[config.mk]
export PLATFORM = sky130hd
export DESIGN_NAME = flash_apb_arbiter
export DESIGN_NICKNAME = d
export VERILOG_FILES = /design/src/rtl/flash_apb_arbiter.sv
export SDC_FILE = /design/constraint.sdc
export NUM_CORES = 1
export LEC_CHECK = 0
export CELL_PAD_IN_SITES_DETAIL_PLACEMENT = 0
export CELL_PAD_IN_SITES_GLOBAL_PLACEMENT = 1
export CORE_ASPECT_RATIO = 0.75
export CORE_MARGIN = 10
export CORE_UTILIZATION = 26
export CTS_CLUSTER_SIZE = 40
export DETAILED_ROUTE_END_ITERATION = 6
export GPL_TIMING_DRIVEN = 0
export HOLD_SLACK_MARGIN = 0.03
export PLACE_DENSITY_LB_ADDON = 0.1
export RECOVER_POWER = 100
export SETUP_SLACK_MARGIN = 0.5
export SYNTH_ARGS = -nofsm -noshare
export SYNTH_HDL_FRONTEND = slang
export SYNTH_SLANG_ARGS = --single-unit
[constraint.sdc]
create_clock -name p_clk -period 1.6 [get_ports p_clk]
set_input_delay 0.32 -clock p_clk [delete_from_list [all_inputs] [get_ports p_clk]]
set_output_delay 0.32 -clock p_clk [all_outputs]
set_load 0.005 [all_outputs]
[src/rtl/flash_apb_arbiter.sv]
// rtl/flash_apb_arbiter.sv - two-requester round-robin arbiter onto a flash-controller APB port
module flash_apb_arbiter #(
   parameter int LINEWIDE      = 32,
   parameter int ACCESS_CYCLES = 4
) (
   input  logic                p_clk,
   input  logic                p_rst,
   input  logic                r0_req,
   input  logic                r0_write,
   input  logic [LINEWIDE-1:0] r0_addr,
   input  logic [LINEWIDE-1:0] r0_wdata,
   output logic                r0_ack,
   output logic [LINEWIDE-1:0] r0_rdata,
   input  logic                r1_req,
   input  logic                r1_write,
   input  logic [LINEWIDE-1:0] r1_addr,
   input  logic [LINEWIDE-1:0] r1_wdata,
   output logic                r1_ack,
   output logic [LINEWIDE-1:0] r1_rdata,
   output logic                p_sel_x,
   output logic                p_enable,
   output logic                p_write,
   output logic [LINEWIDE-1:0] p_addr,
   output logic [LINEWIDE-1:0] p_wdata,
   input  logic [LINEWIDE-1:0] p_rdata,
   output logic                busy
);

   typedef enum logic [1:0] {
      IDLE   = 2'd0,
      SETUP  = 2'd1,
      ACCESS = 2'd2,
      DONE   = 2'd3
   } state_t;

   // Value loaded into the access counter so the enable phase lasts ACCESS_CYCLES cycles.
   localparam logic [3:0] CNT_LOAD = 4'(ACCESS_CYCLES - 1);

   state_t              state_q, state_d;
   logic                sel_q, sel_d;
   logic                en_q, en_d;
   logic                write_q, write_d;
   logic [LINEWIDE-1:0] addr_q, addr_d;
   logic [LINEWIDE-1:0] wdata_q, wdata_d;
   logic                ack0_q, ack0_d;
   logic                ack1_q, ack1_d;
   logic [LINEWIDE-1:0] rdata0_q, rdata0_d;
   logic [LINEWIDE-1:0] rdata1_q, rdata1_d;
   logic                busy_q, busy_d;
   logic                last_q, last_d;   // index of the requester granted most recently
   logic                grant_q, grant_d; // index of the requester owning the current transfer
   logic [3:0]          cnt_q, cnt_d;
   logic                pick;

   // Next-state and registered-output computation; every output is a flop fed from here.
   always_comb begin
      state_d  = state_q;
      sel_d    = 1'b0;
      en_d     = 1'b0;
      write_d  = write_q;
      addr_d   = addr_q;
      wdata_d  = wdata_q;
      ack0_d   = 1'b0;
      ack1_d   = 1'b0;
      rdata0_d = rdata0_q;
      rdata1_d = rdata1_q;
      last_d   = last_q;
      grant_d  = grant_q;
      cnt_d    = cnt_q;
      pick     = 1'b0;

      case (state_q)
         IDLE: begin
            if (r0_req || r1_req) begin
               // Contention goes to whoever was not served last; a lone request always wins.
               pick    = (r0_req && r1_req) ? ~last_q : r1_req;
               grant_d = pick;
               last_d  = pick;
               write_d = pick ? r1_write : r0_write;
               addr_d  = pick ? r1_addr  : r0_addr;
               wdata_d = pick ? r1_wdata : r0_wdata;
               sel_d   = 1'b1;
               state_d = SETUP;
            end
         end
         SETUP: begin
            sel_d   = 1'b1;
            en_d    = 1'b1;
            cnt_d   = CNT_LOAD;
            state_d = ACCESS;
         end
         ACCESS: begin
            if (cnt_q == 4'd0) begin
               // Last enable cycle: read data from the controller is valid now.
               if (!write_q) begin
                  if (grant_q) rdata1_d = p_rdata;
                  else         rdata0_d = p_rdata;
               end
               ack0_d  = ~grant_q;
               ack1_d  = grant_q;
               state_d = DONE;
            end else begin
               cnt_d = cnt_q - 4'd1;
               sel_d = 1'b1;
               en_d  = 1'b1;
            end
         end
         DONE: begin
            // Always return to IDLE so back-to-back transfers are separated by an idle cycle.
            state_d = IDLE;
         end
         default: begin
            state_d = IDLE;
         end
      endcase

      busy_d = (state_d != IDLE);
   end

   // State and output registers with synchronous reset that also aborts any transfer.
   always_ff @(posedge p_clk) begin
      if (p_rst) begin
         state_q  <= IDLE;
         sel_q    <= 1'b0;
         en_q     <= 1'b0;
         write_q  <= 1'b0;
         addr_q   <= '0;
         wdata_q  <= '0;
         ack0_q   <= 1'b0;
         ack1_q   <= 1'b0;
         rdata0_q <= '0;
         rdata1_q <= '0;
         busy_q   <= 1'b0;
         last_q   <= 1'b1;
         grant_q  <= 1'b0;
         cnt_q    <= 4'd0;
      end else begin
         state_q  <= state_d;
         sel_q    <= sel_d;
         en_q     <= en_d;
         write_q  <= write_d;
         addr_q   <= addr_d;
         wdata_q  <= wdata_d;
         ack0_q   <= ack0_d;
         ack1_q   <= ack1_d;
         rdata0_q <= rdata0_d;
         rdata1_q <= rdata1_d;
         busy_q   <= busy_d;
         last_q   <= last_d;
         grant_q  <= grant_d;
         cnt_q    <= cnt_d;
      end
   end

   assign p_sel_x  = sel_q;
   assign p_enable = en_q;
   assign p_write  = write_q;
   assign p_addr   = addr_q;
   assign p_wdata  = wdata_q;
   assign r0_ack   = ack0_q;
   assign r1_ack   = ack1_q;
   assign r0_rdata = rdata0_q;
   assign r1_rdata = rdata1_q;
   assign busy     = busy_q;

endmodule

After elaboration in Yosys (flattened, before gate mapping)
Cells that the tools add are included.
- output and inout bits: 134
- memory bits (writable): 0
- ROM bits: 0
- bits in latches: 0
- bits of input ports: 166
- memories: 0
- logic and storage cells: 48
- register bits after elaboration: 142
- shifts and indexed selects: 0
- div/mod/pow operators: 0
- equality and inequality tests: 4
- bitwise operators: 5
- $mul: 0
- $add $sub $neg: 1
- reduce and logical (&&, ||, !) cells: 11
- order comparisons: 0
- multiplexer cells: 13
- operators with widths (cell ; count):
    2-to-1 mux 32 bit ; 2
    case mux 2 bit (4 select lines) ; 1
    case mux 4 bit (2 select lines) ; 1
    AND reduction 4 bit ; 2
    inverter 1 bit ; 5
    == test 2 bit (second input constant) ; 2
    logical NOT 4 bit ; 1
    2-to-1 mux 1 bit ; 4
    2-to-1 mux 2 bit ; 2
    2-to-1 mux 4 bit ; 1
    AND reduction 2 bit ; 2
    nonzero test 2 bit ; 2
    subtractor 4 x 1 -> 4 bit (second input constant) ; 1
    case mux 1 bit (3 select lines) ; 1
    OR reduction 3 bit ; 1
    == test 2 x 1 -> 1 bit (second input constant) ; 1
    logical NOT 2 bit ; 1
    inequality test 2 bit (second input constant) ; 1
    case mux 1 bit (2 select lines) ; 1
    logical AND 1 bit ; 1
    logical OR 1 bit ; 1

Logic depth before layout (Yosys ltp)
Gate-level depths: netlist (run 1).
- depth in word-level cells: 4
- mapped depth: 7
- gate-level depth less buffers: 5

Least setup slack after synthesis (run 1)
No wires, ideal clock.
- path kind: reg-to-reg
- start: reg state_q[0]
- end: reg cnt_q[3]
- setup slack: -131 ps
- path buffers: 1
- setup time: 70 ps
- clock period less this slack: 1731 ps
- arrival time: 1660 ps
- stages on the path, launching flop included: 7
- required time: 1530 ps
- cell sequence: dfxtp_1 inv_1 ha_1 buf_2 or4b_1 or3_1 a21oi_1
- word-level cells in the longest chain between the ends: 3
- elaborated cells on any way between the ends: 6
- classes of those cells: eq/ne: 3; mux: 1; reduce/logical: 2
- ends and longest elaborated chain (element ; RTL line ; text):
    start, declared ; 39 ; state_t state_q, state_d;
    start signal, assigned ; 138 ; state_q <= state_d;
    == test 2 bit or == test 2 x 1 -> 1 bit (tied branches) ; 72 ; case (state_q)
    inequality test 2 bit (no source line) or nonzero test 2 bit (tied branches) ; -- ;
    AND reduction 2 bit (no source line) ; -- ;
    end signal, assigned ; 151 ; cnt_q <= cnt_d;
    end, declared ; 52 ; logic [3:0] cnt_q, cnt_d;
Parallel ways exist; a longest one is shown, timed or not.
A chain may end at the register's enable or synchronous reset.

Worst setup path in the final report (run 1)
Same ends and word-level chain as after synthesis.

==> results of run 1 <==
[kinds of logic after synthesis]
logic type	count (synthesis)	share of synthesized area (%)
buf+inv	61	4.574
fa+ha+maj	6	1.247
mux	64	10.64
compound gates	149	15.53
simple gates	247	20.77
flops	142	47.23
[metrics by stage]
stage | hold slack, ns | util, %
after global routing | 0.4307 | 52.24
after detailed placement | 0.4643 | 41.42
after CTS | 0.4183 | 46.74
after global placement | 0.4601 | 41.42
final | 0.4377 | 52.24
after floorplan | 0.4610 | -
[routing by layer]
| metal | up-vias | part of all wire, % | wire length, um |
|---|---|---|---|
| met5 | - | 0 | 0 |
| met4 | 0 | 0.88 | 227 |
| met3 | 12 | 7.8 | 2021 |
| met2 | 171 | 45 | 11730 |
| met1 | 2968 | 46 | 11960 |
| li1 | 3079 | - | - |
[report_power, final]
part,switching [uW],internal (uW),total [uW],leakage (uW)
Combinational,3820,5530,9350,0.00355
Clock,1750,2040,3800,0.000267
Sequential,677,4640,5310,0.00122
[state kept, by name, summed over array words and instances (netlist names), 2 cells and up]
name,count
r1_rdata,32
p_addr,32
cnt_q,4
p_wdata,32
r0_rdata,32
state_q,2
[worst register-to-register path: stages, from the launching register on]
cell	delay, ns
dfxtp_4	0.36
inv_4	0.07
ha_4	0.15
buf_6	0.13
or4b_4	0.46
or3_4	0.34
a21oi_2	0.11
[cells in the final DEF, fill, tap and decap left out, types with 3 or more instances in the layout]
master	Yosys	layout
clkinvlp_4	0	3
dfxtp_4	0	5
buf_4	3	47
ha_4	0	3
clkbuf_4	0	5
buf_12	0	17
a211oi_1	66	35
nor2_2	0	9
ha_1	6	3
a21oi_4	0	4
dfxtp_1	142	6
clkbuf_2	0	9
nand2b_1	98	98
a211oi_2	0	31
inv_6	0	6
inv_2	0	3
clkbuf_1	36	12
buf_2	10	5
clkbuf_16	0	28
a21oi_1	70	32
clkdlybuf4s50_1	0	162
inv_8	0	3
nor2_1	68	56
nor2_4	0	3
a21oi_2	0	34
mux2i_1	64	63
buf_8	0	9
a31oi_1	3	3
dfxtp_2	0	131
buf_6	3	146
nand2_1	65	65
[layout make-up]
class | instances | share of cell area, %
Buffer | 56 | 4.679
Clock inverter | 15 | 1.068
Timing Repair Buffer | 371 | 33.82
Sequential cell | 142 | 25.31
Inverter | 5 | 0.1780
Tap cell | 300 | 3.140
Clock buffer | 17 | 3.559
Multi-Input combinational cell | 466 | 28.24
[worst min-delay path by stage]
stage | from | end
2_1_floorplan | r0_addr[0] | p_addr[0]$_SDFFE_PP0P_
3_3_place_gp | r0_rdata[4]$_SDFFE_PP0P_ | r0_rdata[4]$_SDFFE_PP0P_
3_5_place_dp | r0_rdata[13]$_SDFFE_PP0P_ | r0_rdata[13]$_SDFFE_PP0P_
4_1_cts | r0_wdata[17] | p_wdata[17]$_SDFFE_PP0P_
5_1_grt | r0_addr[31] | p_addr[31]$_SDFFE_PP0P_
6_report | r0_addr[12] | p_addr[12]$_SDFFE_PP0P_
[timing repair]
action,CTS,global route
buffers inserted,22,35
pin swaps,2,69
gates cloned,3,13
gates resized for setup,849,170
setup endpoints to repair,274,275
==> flow_summary.yaml, run 1 <==
sta:
  max_freq_ghz: 0.5962
  fin_skew_ns: 0.009328
  setup_viol: 55
  tns_ns: -2.436
  post-route-period-util_pct: 104.8
  rsz0062_at_grt: "yes"
  max_slew.worst_pin.slew_ns: 0.6032
  hold_viol_final: 0
  worst_slack_ns: -0.07735
  fin_crit_ns: 1.677
  slew_viol_final: 0
  slew_headroom_pct: 59.79
worst_setup_path:
  cp.required_ns: 1.95
  worstReg2RegEnd: "cnt_q[3]$_SDFFE_PP0P_"
  crit_fanout: 10
  cp-start-kind: "flip-flop"
  cp-endpoint: "cnt_q[3]$_SDFFE_PP0P_"
  crit_chain: "inv_4 -> ha_4 -> buf_6 -> or4b_4 -> or3_4 -> a21oi_2"
  r2r-start: "state_q[0]$_SDFF_PP0_"
  criticalPathCategory: "reg2reg"
  cp-end-kind: "flip-flop"
  cp.depth: 6
  cpLargestDelayFamily: "simple AND/OR/NAND/NOR gates"
  rrSetupSlack_ns: -0.08
  critPathBufInv: 2
  ff2ff_path_depth: 6
  critPathMaxStageDelay_ns: 0.46
  cp-startpoint: "state_q[0]$_SDFF_PP0_"
  arrival_ns: 2.03
  slowest_stage: "or4b_4"
synth:
  netlist_instances: 669
  syn_area_mm2: 0.006018
  netlist_top_cells_area: "dfxtp_1, mux2i_1, nand2b_1"
  synth_common_cells: "dfxtp_1, nand2b_1, a21oi_1, nor2_1, a211oi_1"
  syn-num-nets: 841
  yosys_warnings: 0
  synth_edf_count: 0
  ys_seq_elements: 142
  ys_seq_area_share_pct: 47.23
  synth.top_cell.area_share_pct: 47.23
  syn_avg_cell_area_um2: 8.996
  yosysTopAreaCell: "dfxtp_1"
  yosysMostFrequentCell: "dfxtp_1"
  synth.distinct_cells: 36
  ys_async_sr_fraction_pct: 0
  synth_top_flop_cell: "dfxtp_1"
detailed_routing:
  ant_nets: 0
  routed-via-count: 6230
  drt-total-wl_um: 25940
  drt_first_pass_iters: 4
  drt_first_iter_violations: 174
  wl_per_cell_um: 18.91
  viasPerCell: 4.541
  drc_errors: 0
grt:
  grt_use_met1_pct: 21.08
  grt_max_degree: 17
  grt_pass1_vias: 6190
  grt.busiest_layer: "met2"
  gr-usage-met2_pct: 24.47
  grt_antenna_before_repair: 0
  grt_usage_pct: 16.08
  overflow: 0
  use_met3_pct: 6.464
  grt_pass1_wl_um: 37500
floorplanning:
  start_util_pct: 26.30
  coreArea_mm2: 0.02288
  num_rows: 48
  ios: 300
  fp.dieW_um: 195.7
  die_h_um: 151.8
  dieArea_mm2: 0.02970
run_status:
  violations: "negative setup slack"
  status: "complete, but fails checks"
clock_network:
  clock-root-buffer: "clkbuf_16"
  clk_pin_slew_ns: 0.07
  ctsHoldBuffers: 0
  cts_tree: "yes"
  worstSkewPairLatency_ns: 0.42
  clk_path_buf_depth: 2
  cts-buffers-inserted: 17
  cts.sinks: 142
  ctsHtreeMaxLevel: 4
placement:
  dp_cells: 1267
  dp_hpwl_um: 18340
  place_ws_ns: -0.7598
  gp_congestion: 0.7516
  placed_cell_area_mm2: 0.009478
  placement.io_buffers: 298
final_layout:
  finalNonFillerCells: 1372
  drive_gt1_share_pct: 48.60
  regArea_mm2: 0.003025
  fin_nets: 1231
  fin_area_mm2: 0.01195
  n_fill_cell: 2122
  multi_input_area_mm2: 0.003376
  syn2layout_area_growth_pct: 98.61
  antennaDiodeCount: 0
power:
  leakage_uw: 0.005040
  peakVddDrop_v: 0.0008695
  power_uw: 18460
  power_density_mw_per_mm2: 1544
flow_run:
  cap_violations: 0
min_path:
  worstHoldPathCells: 3
  worstHoldPathType: "in2reg"
Note: power is estimated with default switching activity, not from simulation.
==> inputs of run 2 (changes only) <==
--- a/config.mk
+++ b/config.mk
@@ -16,7 +16,7 @@
 export HOLD_SLACK_MARGIN = 0.03
 export PLACE_DENSITY_LB_ADDON = 0.1
 export RECOVER_POWER = 100
-export SETUP_SLACK_MARGIN = 0.5
+export SETUP_SLACK_MARGIN = 0.1
 export SYNTH_ARGS = -nofsm -noshare
 export SYNTH_HDL_FRONTEND = slang
 export SYNTH_SLANG_ARGS = --single-unit
==> flow_summary.yaml, run 2 (same netlist as run 1, synthesis figures left out) <==
run_status:
  status: "complete, but fails checks"
  violations: "negative setup slack"
min_path:
  worstHoldPathCells: 3
  worstHoldPathType: "in2reg"
floorplanning:
  fp.dieW_um: 195.7
  ios: 300
  coreArea_mm2: 0.02288
  num_rows: 48
  dieArea_mm2: 0.02970
  die_h_um: 151.8
  start_util_pct: 26.30
detailed_routing:
  wl_per_cell_um: 18.79
  ant_nets: 0
  drt-total-wl_um: 25030
  viasPerCell: 4.490
  drt_first_iter_violations: 232
  drc_errors: 0
  drt_first_pass_iters: 4
  routed-via-count: 5981
power:
  pwr-share-seq_pct: 29.9
  p_sw_share_pct: 33.77
  clkPwrFrac_pct: 25.2
  netSwitchingPower_uw: 5547
  leakage_uw: 0.004913
  power_uw: 16430
  power.combinational.fraction_pct: 44.9
  peakVddDrop_v: 0.0007843
  power_density_mw_per_mm2: 1510
  internal_power_uw: 10880
sta:
  tns_ns: -3.069
  worst_slack_ns: -0.08749
  slew_headroom_pct: 59.56
  rsz0062_at_grt: "yes"
  max_slew.worst_pin.slew_ns: 0.6067
  hold_viol_final: 0
  max_freq_ghz: 0.5926
  fin_crit_ns: 1.687
  post-route-period-util_pct: 105.5
  fin_skew_ns: 0.01465
  setup_viol: 83
  slew_viol_final: 0
flow_run:
  cap_violations: 0
clock_network:
  cts_tree: "yes"
  ctsHoldBuffers: 0
  ctsHtreeMaxLevel: 4
  clock-root-buffer: "clkbuf_16"
  cts-buffers-inserted: 17
  clk_path_buf_depth: 2
  worstSkewPairLatency_ns: 0.43
  clk_pin_slew_ns: 0.07
  cts.sinks: 142
worst_setup_path:
  critPathMaxStageDelay_ns: 0.49
  slowest_stage: "or4b_4"
  ff2ff_path_depth: 7
  cp-start-kind: "flip-flop"
  cp-end-kind: "flip-flop"
  cp.required_ns: 1.91
  criticalPathCategory: "reg2reg"
  cp.depth: 7
  cpLargestDelayFamily: "simple AND/OR/NAND/NOR gates"
  crit_chain: "inv_4 -> ha_4 -> nand3b_4 -> or4b_4 -> buf_12 -> buf_12 -> mux2i_1"
  crit_top_cell: "buf_12"
  critPathBufInv: 3
  crit_fanout: 10
  arrival_ns: 1.99
grt:
  grt_pass1_vias: 5921
  overflow: 0
  grt_antenna_before_repair: 0
  grt_pass1_wl_um: 36360
  grt_max_degree: 17
  grt_usage_pct: 15.76
final_layout:
  drive_gt1_share_pct: 16.09
  antennaDiodeCount: 0
  n_fill_cell: 2234
  fin_nets: 1191
  syn2layout_area_growth_pct: 80.73
  final_common_cell: "clkdlybuf4s50_1"
  final_cell_mix: "clkdlybuf4s50_1, dfxtp_1, dlygate4sd2_1, nand2b_1"
placement:
  gp_congestion: 0.7534
  dp_hpwl_um: 18420
  place_ws_ns: -0.7519
  placement.io_buffers: 298
-- run 2: tightest hold or removal path, delay by kind of cell --
kind	cells	cell delay [ns]
AOI/OAI and AO/OA	1	0.05
buffers and inverters	1	0.39
and+or+nand+nor	1	0.06
-- run 2: layout make-up --
cell class | count | area, um^2 | share of cell area (%)
timing repair buffer | 332 | 3267 | 30.04
multi-input combinational | 466 | 3159 | 29.05
sequential | 142 | 2851 | 26.22
buffer | 55 | 596.8 | 5.487
clock buffer | 19 | 452.9 | 4.164
tap | 300 | 375.4 | 3.451
clock inverter | 13 | 152.6 | 1.403
inverter | 5 | 21.27 | 0.1956
-- run 2: worst paths after layout --
| check | from | end | slack [ns] |
|---|---|---|---|
| setup / recovery | state_q[0]$_SDFF_PP0_ | r1_rdata[25]$_SDFFE_PP0P_ | -0.09 |
| hold / removal | r0_wdata[0] | p_wdata[0]$_SDFFE_PP0P_ | 0.45 |
| setup reg to reg | state_q[0]$_SDFF_PP0_ | r1_rdata[25]$_SDFFE_PP0P_ | -0.09 |
| hold reg to reg | r0_rdata[25]$_SDFFE_PP0P_ | r0_rdata[25]$_SDFFE_PP0P_ | 0.47 |
-- run 2: through the flow --
stage,std cells,util [%],area (um^2),hold WS (ns)
detailed placement,1267,41.23,9434,0.4622
CTS,1316,45.54,10420,0.4267
finish,1332,47.53,10880,0.4462
global placement,1267,41.23,9434,0.4593
floorplan,669,-,6076,0.4580
global route,1332,47.53,10880,0.4453
-- run 2: timing repair --
item                                    4_1_cts  5_1_grt
pin swaps                                    11       54
gates resized for setup                     228       87
endpoints found under the setup margin      270      132
setup buffers                                12        8
gates cloned                                  5        9
-- run 2: power by group through the flow --
stage	Clock, uW	Combinational (uW)	Sequential (uW)
finish	4140	7370	4910
global route	4410	8030	5020
CTS	4250	6370	4910
detailed placement	0	5800	4990
global placement	0	5850	4970
floorplan	0	2700	5030
-- run 2: metal layers --
metal | share of wire, % | track usage (%) | up-vias
li1 | - | - | 2998
met1 | 45 | 19.99 | 2806
met2 | 45 | 24.25 | 163
met3 | 8.6 | 6.904 | 14
met4 | 0.82 | 3.427 | 0
met5 | 0 | 0 | -
==> inputs of run 3 (changes only) <==
--- a/config.mk
+++ b/config.mk
@@ -17,6 +17,7 @@
 export PLACE_DENSITY_LB_ADDON = 0.1
 export RECOVER_POWER = 100
 export SETUP_SLACK_MARGIN = 0.1
+export SLEW_MARGIN = 20
 export SYNTH_ARGS = -nofsm -noshare
 export SYNTH_HDL_FRONTEND = slang
 export SYNTH_SLANG_ARGS = --single-unit
==> results of run 3 <==
Final layout, timing and power as in run 2 (identical DEF).
